$ cat src/rtl/sram_mem_controller.sv
// Sequences 32-bit MEM-stage loads/stores onto a 16-bit asynchronous SRAM as two
// halfword phases (low, then high) with programmable wait states per phase.
module sram_mem_controller #(
    parameter int unsigned BASE_ADDR   = 1024,
    parameter int unsigned SRAM_AW     = 18,
    parameter int unsigned WAIT_CYCLES = 2
) (
    input  logic               clk,
    input  logic               rst,
    input  logic               wr_en,
    input  logic               rd_en,
    input  logic [31:0]        address,
    input  logic [31:0]        write_data,
    output logic [31:0]        read_data,
    output logic               ready,
    output logic [SRAM_AW-1:0] sram_addr,
    output logic [15:0]        sram_dq_out,
    input  logic [15:0]        sram_dq_in,
    output logic               sram_dq_oe,
    output logic               sram_we_n,
    output logic               sram_oe_n
);

    localparam int unsigned CW = (WAIT_CYCLES > 1) ? $clog2(WAIT_CYCLES) : 1;
    localparam logic [CW-1:0] CNT_LAST = CW'(WAIT_CYCLES - 1);

    typedef enum logic [1:0] {IDLE, LO, HI, DONE} state_t;

    state_t               state_q, state_d;
    logic [CW-1:0]        cnt_q, cnt_d;
    logic                 is_wr_q, is_wr_d;
    logic [SRAM_AW-2:0]   hw_q, hw_d;
    logic [31:0]          wdata_q, wdata_d;
    logic [31:0]          read_data_q, read_data_d;
    logic [SRAM_AW-1:0]   sram_addr_q, sram_addr_d;
    logic [15:0]          dq_out_q, dq_out_d;
    logic                 dq_oe_q, dq_oe_d;
    logic                 we_n_q, we_n_d;
    logic                 oe_n_q, oe_n_d;

    logic                 req;
    logic [31:0]          off;
    logic                 unused_off_bits;

    assign req             = rd_en | wr_en;
    assign off             = address - 32'(BASE_ADDR);
    assign unused_off_bits = ^{off[31:SRAM_AW+1], off[1:0]};

    // ready drops combinationally in IDLE so the pipeline freezes in the request cycle
    assign ready       = (state_q == IDLE) ? ~req : (state_q == DONE);
    assign read_data   = read_data_q;
    assign sram_addr   = sram_addr_q;
    assign sram_dq_out = dq_out_q;
    assign sram_dq_oe  = dq_oe_q;
    assign sram_we_n   = we_n_q;
    assign sram_oe_n   = oe_n_q;

    always_comb begin
        state_d     = state_q;
        cnt_d       = cnt_q;
        is_wr_d     = is_wr_q;
        hw_d        = hw_q;
        wdata_d     = wdata_q;
        read_data_d = read_data_q;
        sram_addr_d = '0;
        dq_out_d    = '0;
        dq_oe_d     = 1'b0;
        we_n_d      = 1'b1;
        oe_n_d      = 1'b1;

        case (state_q)
            IDLE: begin
                if (req) begin
                    is_wr_d = wr_en;
                    hw_d    = off[SRAM_AW:2];
                    wdata_d = write_data;
                    cnt_d   = '0;
                    state_d = LO;
                end
            end
            LO: begin
                if (cnt_q == CNT_LAST) begin
                    cnt_d   = '0;
                    state_d = HI;
                    if (!is_wr_q) read_data_d[15:0] = sram_dq_in;
                end else begin
                    cnt_d = cnt_q + CW'(1);
                end
            end
            HI: begin
                if (cnt_q == CNT_LAST) begin
                    cnt_d   = '0;
                    state_d = DONE;
                    if (!is_wr_q) read_data_d[31:16] = sram_dq_in;
                end else begin
                    cnt_d = cnt_q + CW'(1);
                end
            end
            default: state_d = IDLE;
        endcase

        // SRAM strobes are registered from the next state so they align with LO/HI
        if (state_d == LO || state_d == HI) begin
            sram_addr_d = {hw_d, state_d == HI};
            if (is_wr_d) begin
                we_n_d   = 1'b0;
                dq_oe_d  = 1'b1;
                dq_out_d = (state_d == HI) ? wdata_d[31:16] : wdata_d[15:0];
            end else begin
                oe_n_d = 1'b0;
            end
        end
    end

    always_ff @(posedge clk) begin
        if (rst) begin
            state_q     <= IDLE;
            cnt_q       <= '0;
            is_wr_q     <= 1'b0;
            hw_q        <= '0;
            wdata_q     <= '0;
            read_data_q <= '0;
            sram_addr_q <= '0;
            dq_out_q    <= '0;
            dq_oe_q     <= 1'b0;
            we_n_q      <= 1'b1;
            oe_n_q      <= 1'b1;
        end else begin
            state_q     <= state_d;
            cnt_q       <= cnt_d;
            is_wr_q     <= is_wr_d;
            hw_q        <= hw_d;
            wdata_q     <= wdata_d;
            read_data_q <= read_data_d;
            sram_addr_q <= sram_addr_d;
            dq_out_q    <= dq_out_d;
            dq_oe_q     <= dq_oe_d;
            we_n_q      <= we_n_d;
            oe_n_q      <= oe_n_d;
        end
    end

endmodule

$ cat config.mk
export PLATFORM = sky130hd
export DESIGN_NAME = sram_mem_controller
export DESIGN_NICKNAME = d
export VERILOG_FILES = /design/src/rtl/sram_mem_controller.sv
export SDC_FILE = /design/constraint.sdc
export NUM_CORES = 1
export LEC_CHECK = 0
export ABC_AREA = 1
export CORE_AREA = 2 2 104 106
export CTS_CLUSTER_DIAMETER = 80
export DETAILED_ROUTE_END_ITERATION = 7
export DIE_AREA = 0 0 106 108
export PLACE_DENSITY = 0.77
export SKIP_LAST_GASP = 1
export SLEW_MARGIN = 10
export SYNTH_ARGS = -nofsm -noshare
export SYNTH_HDL_FRONTEND = slang
export SYNTH_SLANG_ARGS = --single-unit
$ cat constraint.sdc
create_clock -name clk -period 2.9 [get_ports clk]
set_input_delay 0.87 -clock clk [delete_from_list [all_inputs] [get_ports clk]]
set_output_delay 0.87 -clock clk [all_outputs]
set_load 0.05 [all_outputs]
# ---- After elaboration in Yosys (flattened, before gate mapping)
# Cells that the tools add are included.
dict set report op_classes {
  reduce_logical 9
  eq_ne 6
  n_addsub 2
  n_mux 17
  n_bitwise 5
}
# cell count
set ops {}
lappend ops {{32-bit two-way mux} 2}
lappend ops {{17-bit two-way mux} 2}
lappend ops {{19-bit by 11-bit subtractor with 19-bit output (second input constant)} 1}
lappend ops {{16-bit two-way mux} 1}
lappend ops {{1-bit two-way mux} 7}
lappend ops {{2-bit equality test (second input constant)} 3}
lappend ops {{2-bit two-way mux} 3}
lappend ops {{2-bit one-hot mux with 3 select lines} 1}
lappend ops {{3-bit AND reduction} 2}
lappend ops {{2-bit by 1-bit equality test with 1-bit output (second input constant)} 2}
lappend ops {{1-bit NOT} 4}
lappend ops {{2-bit OR reduction} 2}
lappend ops {{3-bit OR reduction} 1}
lappend ops {{2-bit zero test} 1}
lappend ops {{2-bit inequality test (second input constant)} 1}
lappend ops {{1-bit one-hot mux with 2 select lines} 1}
lappend ops {{2-bit AND reduction} 1}
lappend ops {{2-bit nonzero test} 1}
lappend ops {{1-bit adder (second input constant)} 1}
lappend ops {{1-bit logical OR} 1}
lappend ops {{1-bit OR} 1}
dict set report word_totals {
  word_cells 51
  ff_bits 122
  inputBits 84
}

# ---- Depth between registers and ports, before layout
# Gate-level depths: netlist of the first run.
dict set report logic_depth {
  word_depth 7
  mapped_depth 15
  depth_no_buf 14
}

# ---- Worst setup path after synthesis of the first run
# No wires, ideal clock.
dict set report synth_path {
  path_type {input to output}
  startpoint {in rd_en}
  endpoint {out ready}
  t_arrival_ns 1.937
  path_slack_ns 0.093
  stages 5
  cell_sequence {nand2_2 > nand2_4 > buf_6 > buf_6 > nor2_1}
}
dict set report synth_via {
  elab_chain_cells 3
}
# item line
set synth_rtl {}
lappend synth_rtl {{start, declared} 11} ;# input logic rd_en,
lappend synth_rtl {{1-bit OR} 45} ;# assign req = rd_en | wr_en;
lappend synth_rtl {{1-bit NOT} 50} ;# assign ready = (state_q == IDLE) ? ~req : (state_q == DONE);
lappend synth_rtl {{1-bit two-way mux} 50}
lappend synth_rtl {{end, declared} 15} ;# output logic ready,
# No other way between the ends.

# ---- Worst setup path in the final report of the first run
dict set report layout_path {
  startpoint {in wr_en}
  endpoint {out ready}
}
dict set report layout_via {
  elab_chain_cells 3
}
# item line
set layout_rtl {}
lappend layout_rtl {{start, declared} 10} ;# input logic wr_en,
lappend layout_rtl {{1-bit OR} 45}
lappend layout_rtl {{1-bit NOT} 50}
lappend layout_rtl {{1-bit two-way mux} 50}
# No other way between the ends.

==> impl_results.html, run 1 <==
<table>
<tr><th>Metric</th><th>Value</th></tr>
<tr><th colspan="2">STA</th></tr>
<tr><td>Number of setup violations in the final report</td><td>0</td></tr>
<tr><td>Final-report max-slew violation count</td><td>0</td></tr>
<tr><td>Setup Skew</td><td>0.007422 ns</td></tr>
<tr><td>Achievable frequency</td><td>0.3568 GHz</td></tr>
<tr><td>Worst-Margin Slew</td><td>0.6295 ns</td></tr>
<tr><td>Headroom to the max-slew limit</td><td>57.99%</td></tr>
<tr><td>Tmin final</td><td>2.803 ns</td></tr>
<tr><td>Setup tns final</td><td>0 ns</td></tr>
<tr><td>Period Utilization, post-route</td><td>96.64%</td></tr>
<tr><td>Fin. Hold Viols</td><td>0</td></tr>
<tr><td>Setup repair after global routing missed its margin</td><td>false</td></tr>
<tr><th colspan="2">Logic synthesis</th></tr>
<tr><td>Synth Area per Inst</td><td>7.843 sq um</td></tr>
<tr><td>Share of synthesized cell area in full adder, half adder and majority cells</td><td>1.636%</td></tr>
<tr><td>Fraction of synthesis flops using an asynchronous set or reset pin</td><td>0%</td></tr>
<tr><td>Dominant combinational cell family by area after synthesis</td><td>simple AND/OR/NAND/NOR gates</td></tr>
<tr><td>Register area share after synthesis</td><td>53.23%</td></tr>
<tr><td>Post-synthesis compound-gate area fraction</td><td>9.354%</td></tr>
<tr><td>Number of synthesized flops with an enable pin</td><td>0</td></tr>
<tr><td>Basic-gate share of the synthesized area counting and, or, nand and nor cells</td><td>29.75%</td></tr>
<tr><td>Multiplexer fraction of the synthesized cell area</td><td>0%</td></tr>
<tr><td>Post-Synthesis Cell Area</td><td>0.004588 sq mm</td></tr>
<tr><td>Main flop type after synthesis</td><td>sky130_fd_sc_hd__dfxtp_1</td></tr>
<tr><td>Synth Net Count</td><td>675</td></tr>
<tr><td>Synthesized netlist cell count</td><td>585</td></tr>
<tr><td>Area share of xor/xnor cells in the synthesized design</td><td>0.3818%</td></tr>
<tr><td>Synth Warn #</td><td>0</td></tr>
<tr><td>Number of distinct library cell variants in the gate-level netlist after synthesis</td><td>28</td></tr>
<tr><td>Synthesized flop and latch total</td><td>122</td></tr>
<tr><th colspan="2">Finish</th></tr>
<tr><td>Antenna Cells</td><td>0</td></tr>
<tr><td>Area Overhead vs Synth</td><td>46.74%</td></tr>
<tr><td>Ratio of cells with drive above 1 in the final layout</td><td>11.65%</td></tr>
<tr><td>Design Area, Final</td><td>0.006733 sq mm</td></tr>
<tr><td>Nets@finish</td><td>815</td></tr>
<tr><th colspan="2">Drt</th></tr>
<tr><td>Total iterations of the first detailed-routing run</td><td>4</td></tr>
<tr><td>Drt drc</td><td>0</td></tr>
<tr><td>Detailed-route wire length</td><td>12050 um</td></tr>
<tr><td>Total number of vias</td><td>4231</td></tr>
<tr><td>WL per Instance</td><td>13.79 um</td></tr>
<tr><td>Via density per instance</td><td>4.841</td></tr>
<tr><td>Iter 0 DRT Violations</td><td>215</td></tr>
<tr><td>Antenna violation net count after detailed routing</td><td>0</td></tr>
<tr><th colspan="2">Setup path</th></tr>
<tr><td>Critical path fanouts, max</td><td>3</td></tr>
<tr><td>Endpoint of the worst register-to-register path</td><td>sram_dq_out[12]</td></tr>
<tr><td>Arrival time at the worst endpoint</td><td>1.93 ns</td></tr>
<tr><td>Critical Path Source Type</td><td>input pin</td></tr>
<tr><td>Critical path type</td><td>in -&gt; out</td></tr>
<tr><td>Worst Path Required</td><td>2.03 ns</td></tr>
<tr><td>Endpoint kind of the worst setup timing path</td><td>output pin</td></tr>
<tr><td>Crit Reg-Reg Startpoint</td><td>state_q[0]</td></tr>
<tr><td>Reg-to-reg slack, setup</td><td>0.60 ns</td></tr>
<tr><td>Depth of the worst register-to-register path</td><td>15</td></tr>
<tr><th colspan="2">Floorplanning</th></tr>
<tr><td>Floorplan Core Area</td><td>0.01023 sq mm</td></tr>
<tr><td>Die boundary height</td><td>108 um</td></tr>
<tr><td>I/O pin total</td><td>154</td></tr>
<tr><td>Die area</td><td>0.01145 sq mm</td></tr>
<tr><td>Die W</td><td>106 um</td></tr>
<tr><td>Total number of placement rows</td><td>37</td></tr>
<tr><td>Initial standard-cell utilization of the core</td><td>44.85%</td></tr>
<tr><th colspan="2">Clocking</th></tr>
<tr><td>Clock buffer depth</td><td>2</td></tr>
<tr><td>Setup repair bufs after CTS</td><td>0</td></tr>
<tr><td>Number of hold buffers added after cts</td><td>0</td></tr>
<tr><td>Worst skew pair latency</td><td>0.51 ns</td></tr>
<tr><td># clock sinks</td><td>122</td></tr>
<tr><td>Clock transition at path regs</td><td>0.05 ns</td></tr>
<tr><td>Cts bufs inserted</td><td>17</td></tr>
<tr><td>H-tree depth</td><td>4</td></tr>
<tr><td>Clock root buffer</td><td>sky130_fd_sc_hd__clkbuf_8</td></tr>
<tr><td>CTS tree</td><td>built</td></tr>
<tr><th colspan="2">Place</th></tr>
<tr><td>Port Buffer Count</td><td>138</td></tr>
<tr><td>Placer's final routability congestion estimate</td><td>0.8645</td></tr>
<tr><td>Total placed instance area</td><td>0.006127 sq mm</td></tr>
<tr><td>Detailed placer's ending HPWL</td><td>8319 um</td></tr>
<tr><th colspan="2">Min path</th></tr>
<tr><td>Startpoint of the lowest-slack hold path</td><td>wdata_q[18]</td></tr>
<tr><td>Depth of the worst hold-timing path</td><td>2</td></tr>
<tr><td>Hold worst-path end</td><td>wdata_q[18]</td></tr>
<tr><td>Hold/Removal Path Class</td><td>reg -&gt; reg</td></tr>
<tr><th colspan="2">Global routing</th></tr>
<tr><td>Largest net degree at the start of global routing</td><td>54</td></tr>
<tr><td>Number of global-route vias before repair</td><td>4128</td></tr>
<tr><td>Total congestion overflow</td><td>0</td></tr>
<tr><td>First-pass GRT wire length</td><td>19480 um</td></tr>
<tr><td>Overall fraction of global-route tracks in use</td><td>21.54%</td></tr>
<tr><td>Initial antenna violation count</td><td>0</td></tr>
<tr><th colspan="2">Power and ir drop</th></tr>
<tr><td>Share of total power consumed by net switching</td><td>35.11%</td></tr>
<tr><td>Sequential fraction of design power</td><td>33.3%</td></tr>
<tr><td>Clock Power Share</td><td>34.0%</td></tr>
<tr><td>Switching Power</td><td>2.171 mW</td></tr>
<tr><td>Peak supply drop</td><td>0.4694 mV</td></tr>
<tr><td>Cell area power density</td><td>918.4 mW/mm^2</td></tr>
<tr><td>Combinational group share of total power</td><td>32.6%</td></tr>
<tr><td>Total power after layout</td><td>6.184 mW</td></tr>
<tr><td>Internal cell power</td><td>4.013 mW</td></tr>
<tr><td>LEAKAGE</td><td>2.941 nW</td></tr>
<tr><th colspan="2">Job</th></tr>
<tr><td>Total of max-cap violations</td><td>0</td></tr>
<tr><th colspan="2">Run status</th></tr>
<tr><td>Result of the run</td><td>completed</td></tr>
</table>
-- stage by stage --
step	worst slack, ns	instances	hold slack (ns)	utilization [%]
final	0.09749	874	0.4681	65.81
after global routing	0.003339	874	0.4903	65.81
after CTS	0.04189	874	0.4709	65.76
after detailed placement	0.01194	842	0.4620	59.89
after global placement	0.07945	842	0.4552	59.89
after floorplan	0.09278	585	0.4466	-
-- cells by family (layout without fill, tap and decap cells) --
family | after synthesis | count (layout)
xor gates and xnor gates | 2 | 2
DFF | 122 | 122
AOI/OAI and AO/OA | 80 | 80
buffers and inverters | 57 | 210
and+or+nand+nor | 318 | 318
adders and majority gates | 6 | 6
-- worst max-delay path by stage --
stage	startpoint	end	slack, ns	depth (start not counted)
after global placement	wr_en	ready	0.08	7
after detailed placement	wr_en	sram_dq_out[12]	0.01	15
after global routing	wr_en	ready	0.003	7
final	wr_en	ready	0.1	7
after CTS	wr_en	ready	0.04	7
after floorplan	rd_en	ready	0.09	5
-- power groups by stage --
stage / logic (mW) / clock network (mW) / registers (mW)
finish: 2.02 / 2.11 / 2.06
global route: 2.16 / 2.23 / 2.09
CTS: 2.02 / 2.14 / 2.06
detailed placement: 2.01 / 0 / 2.09
global placement: 1.96 / 0 / 2.09
floorplan: 0.815 / 0 / 2.63
-- per-layer routing --
layer	vias up	GRT usage (%)	part of all wire, %
met1	1954	25.30	43
met4	0	8.365	2.0
li1	2133	-	-
met3	16	5.666	5.0
met5	-	0	0
met2	128	37.79	50
-- cells in the mapped netlist (3+ instances only) --
cell,number,area share (%)
sky130_fd_sc_hd__o21ai_0,48,5.2
sky130_fd_sc_hd__inv_1,25,2.0
sky130_fd_sc_hd__or2_2,15,2.0
sky130_fd_sc_hd__inv_2,4,0.33
sky130_fd_sc_hd__nor3_1,13,1.4
sky130_fd_sc_hd__o21ai_1,3,0.33
sky130_fd_sc_hd__o21ai_2,7,1.3
sky130_fd_sc_hd__nor2_2,3,0.41
sky130_fd_sc_hd__dfxtp_1,122,53
sky130_fd_sc_hd__nor2_1,155,13
sky130_fd_sc_hd__or2_1,3,0.41
sky130_fd_sc_hd__clkbuf_1,11,0.90
sky130_fd_sc_hd__nand3_1,9,0.98
sky130_fd_sc_hd__clkbuf_2,3,0.33
sky130_fd_sc_hd__ha_1,6,1.6
sky130_fd_sc_hd__buf_6,3,0.74
sky130_fd_sc_hd__nand2_1,105,8.6
sky130_fd_sc_hd__buf_2,6,0.65
sky130_fd_sc_hd__a21oi_1,21,2.3
sky130_fd_sc_hd__buf_4,3,0.49
sky130_fd_sc_hd__nor4_2,7,1.9
sky130_fd_sc_hd__nor4_1,4,0.55
-- worst max-delay path, cell delays in order --
cell and delay, ns:
sky130_fd_sc_hd__clkdlybuf4s50_1 0.44, sky130_fd_sc_hd__inv_1 0.06, sky130_fd_sc_hd__nand2_1 0.04, sky130_fd_sc_hd__nor2_1 0.15, sky130_fd_sc_hd__nor2_2 0.07, sky130_fd_sc_hd__nor2_2 0.13, sky130_fd_sc_hd__buf_12 0.15
-- repair_timing --
action	4_1_cts	5_1_grt
gates resized for setup	0	2
endpoints found under the hold margin	0	0
endpoints found under the setup margin	0	1
-- cell usage in the layout, fill, tap and decap left out, drive strengths merged --
cell type	count
xor2	2
clkbuf	19
inv	31
dfxtp	122
nor4	11
nor3	13
nand3	9
nor2	159
clkinvlp	4
ha	6
buf	13
a21oi	21
o31ai	1
bufinv	3
clkdlybuf4s50	136
nand2	108
or2	18
clkinv	4
o21ai	58
-- registers in the layout, summed over array words and instances, names as in the netlist --
signal       flops
hw_q            17
is_wr_q          1
wdata_q         32
cnt_q            1
state_q          2
read_data       32
sram_oe_n        1
sram_addr       18
sram_dq_oe       1
sram_we_n        1
sram_dq_out     16
-- area by class of cell --
| class | instances | area (sq um) |
|---|---|---|
| clock buffer | 19 | 431.7 |
| fill | 862 | 3498 |
| sequential | 122 | 2442 |
| multi-input combinational | 406 | 1892 |
| timing repair buffer | 149 | 1519 |
| tap | 136 | 170.2 |
| clock inverter | 13 | 168.9 |
| inverter | 29 | 108.9 |
Power figures use the tool's default switching activity.
==> run 2: changes to the inputs <==
--- a/config.mk
+++ b/config.mk
@@ -11,6 +11,7 @@
 export DETAILED_ROUTE_END_ITERATION = 7
 export DIE_AREA = 0 0 106 108
 export PLACE_DENSITY = 0.77
+export SKIP_CTS_REPAIR_TIMING = 1
 export SKIP_LAST_GASP = 1
 export SLEW_MARGIN = 10
 export SYNTH_ARGS = -nofsm -noshare
==> results of run 2 <==
The final DEF is identical to that of run 1; final timing and power are the same.
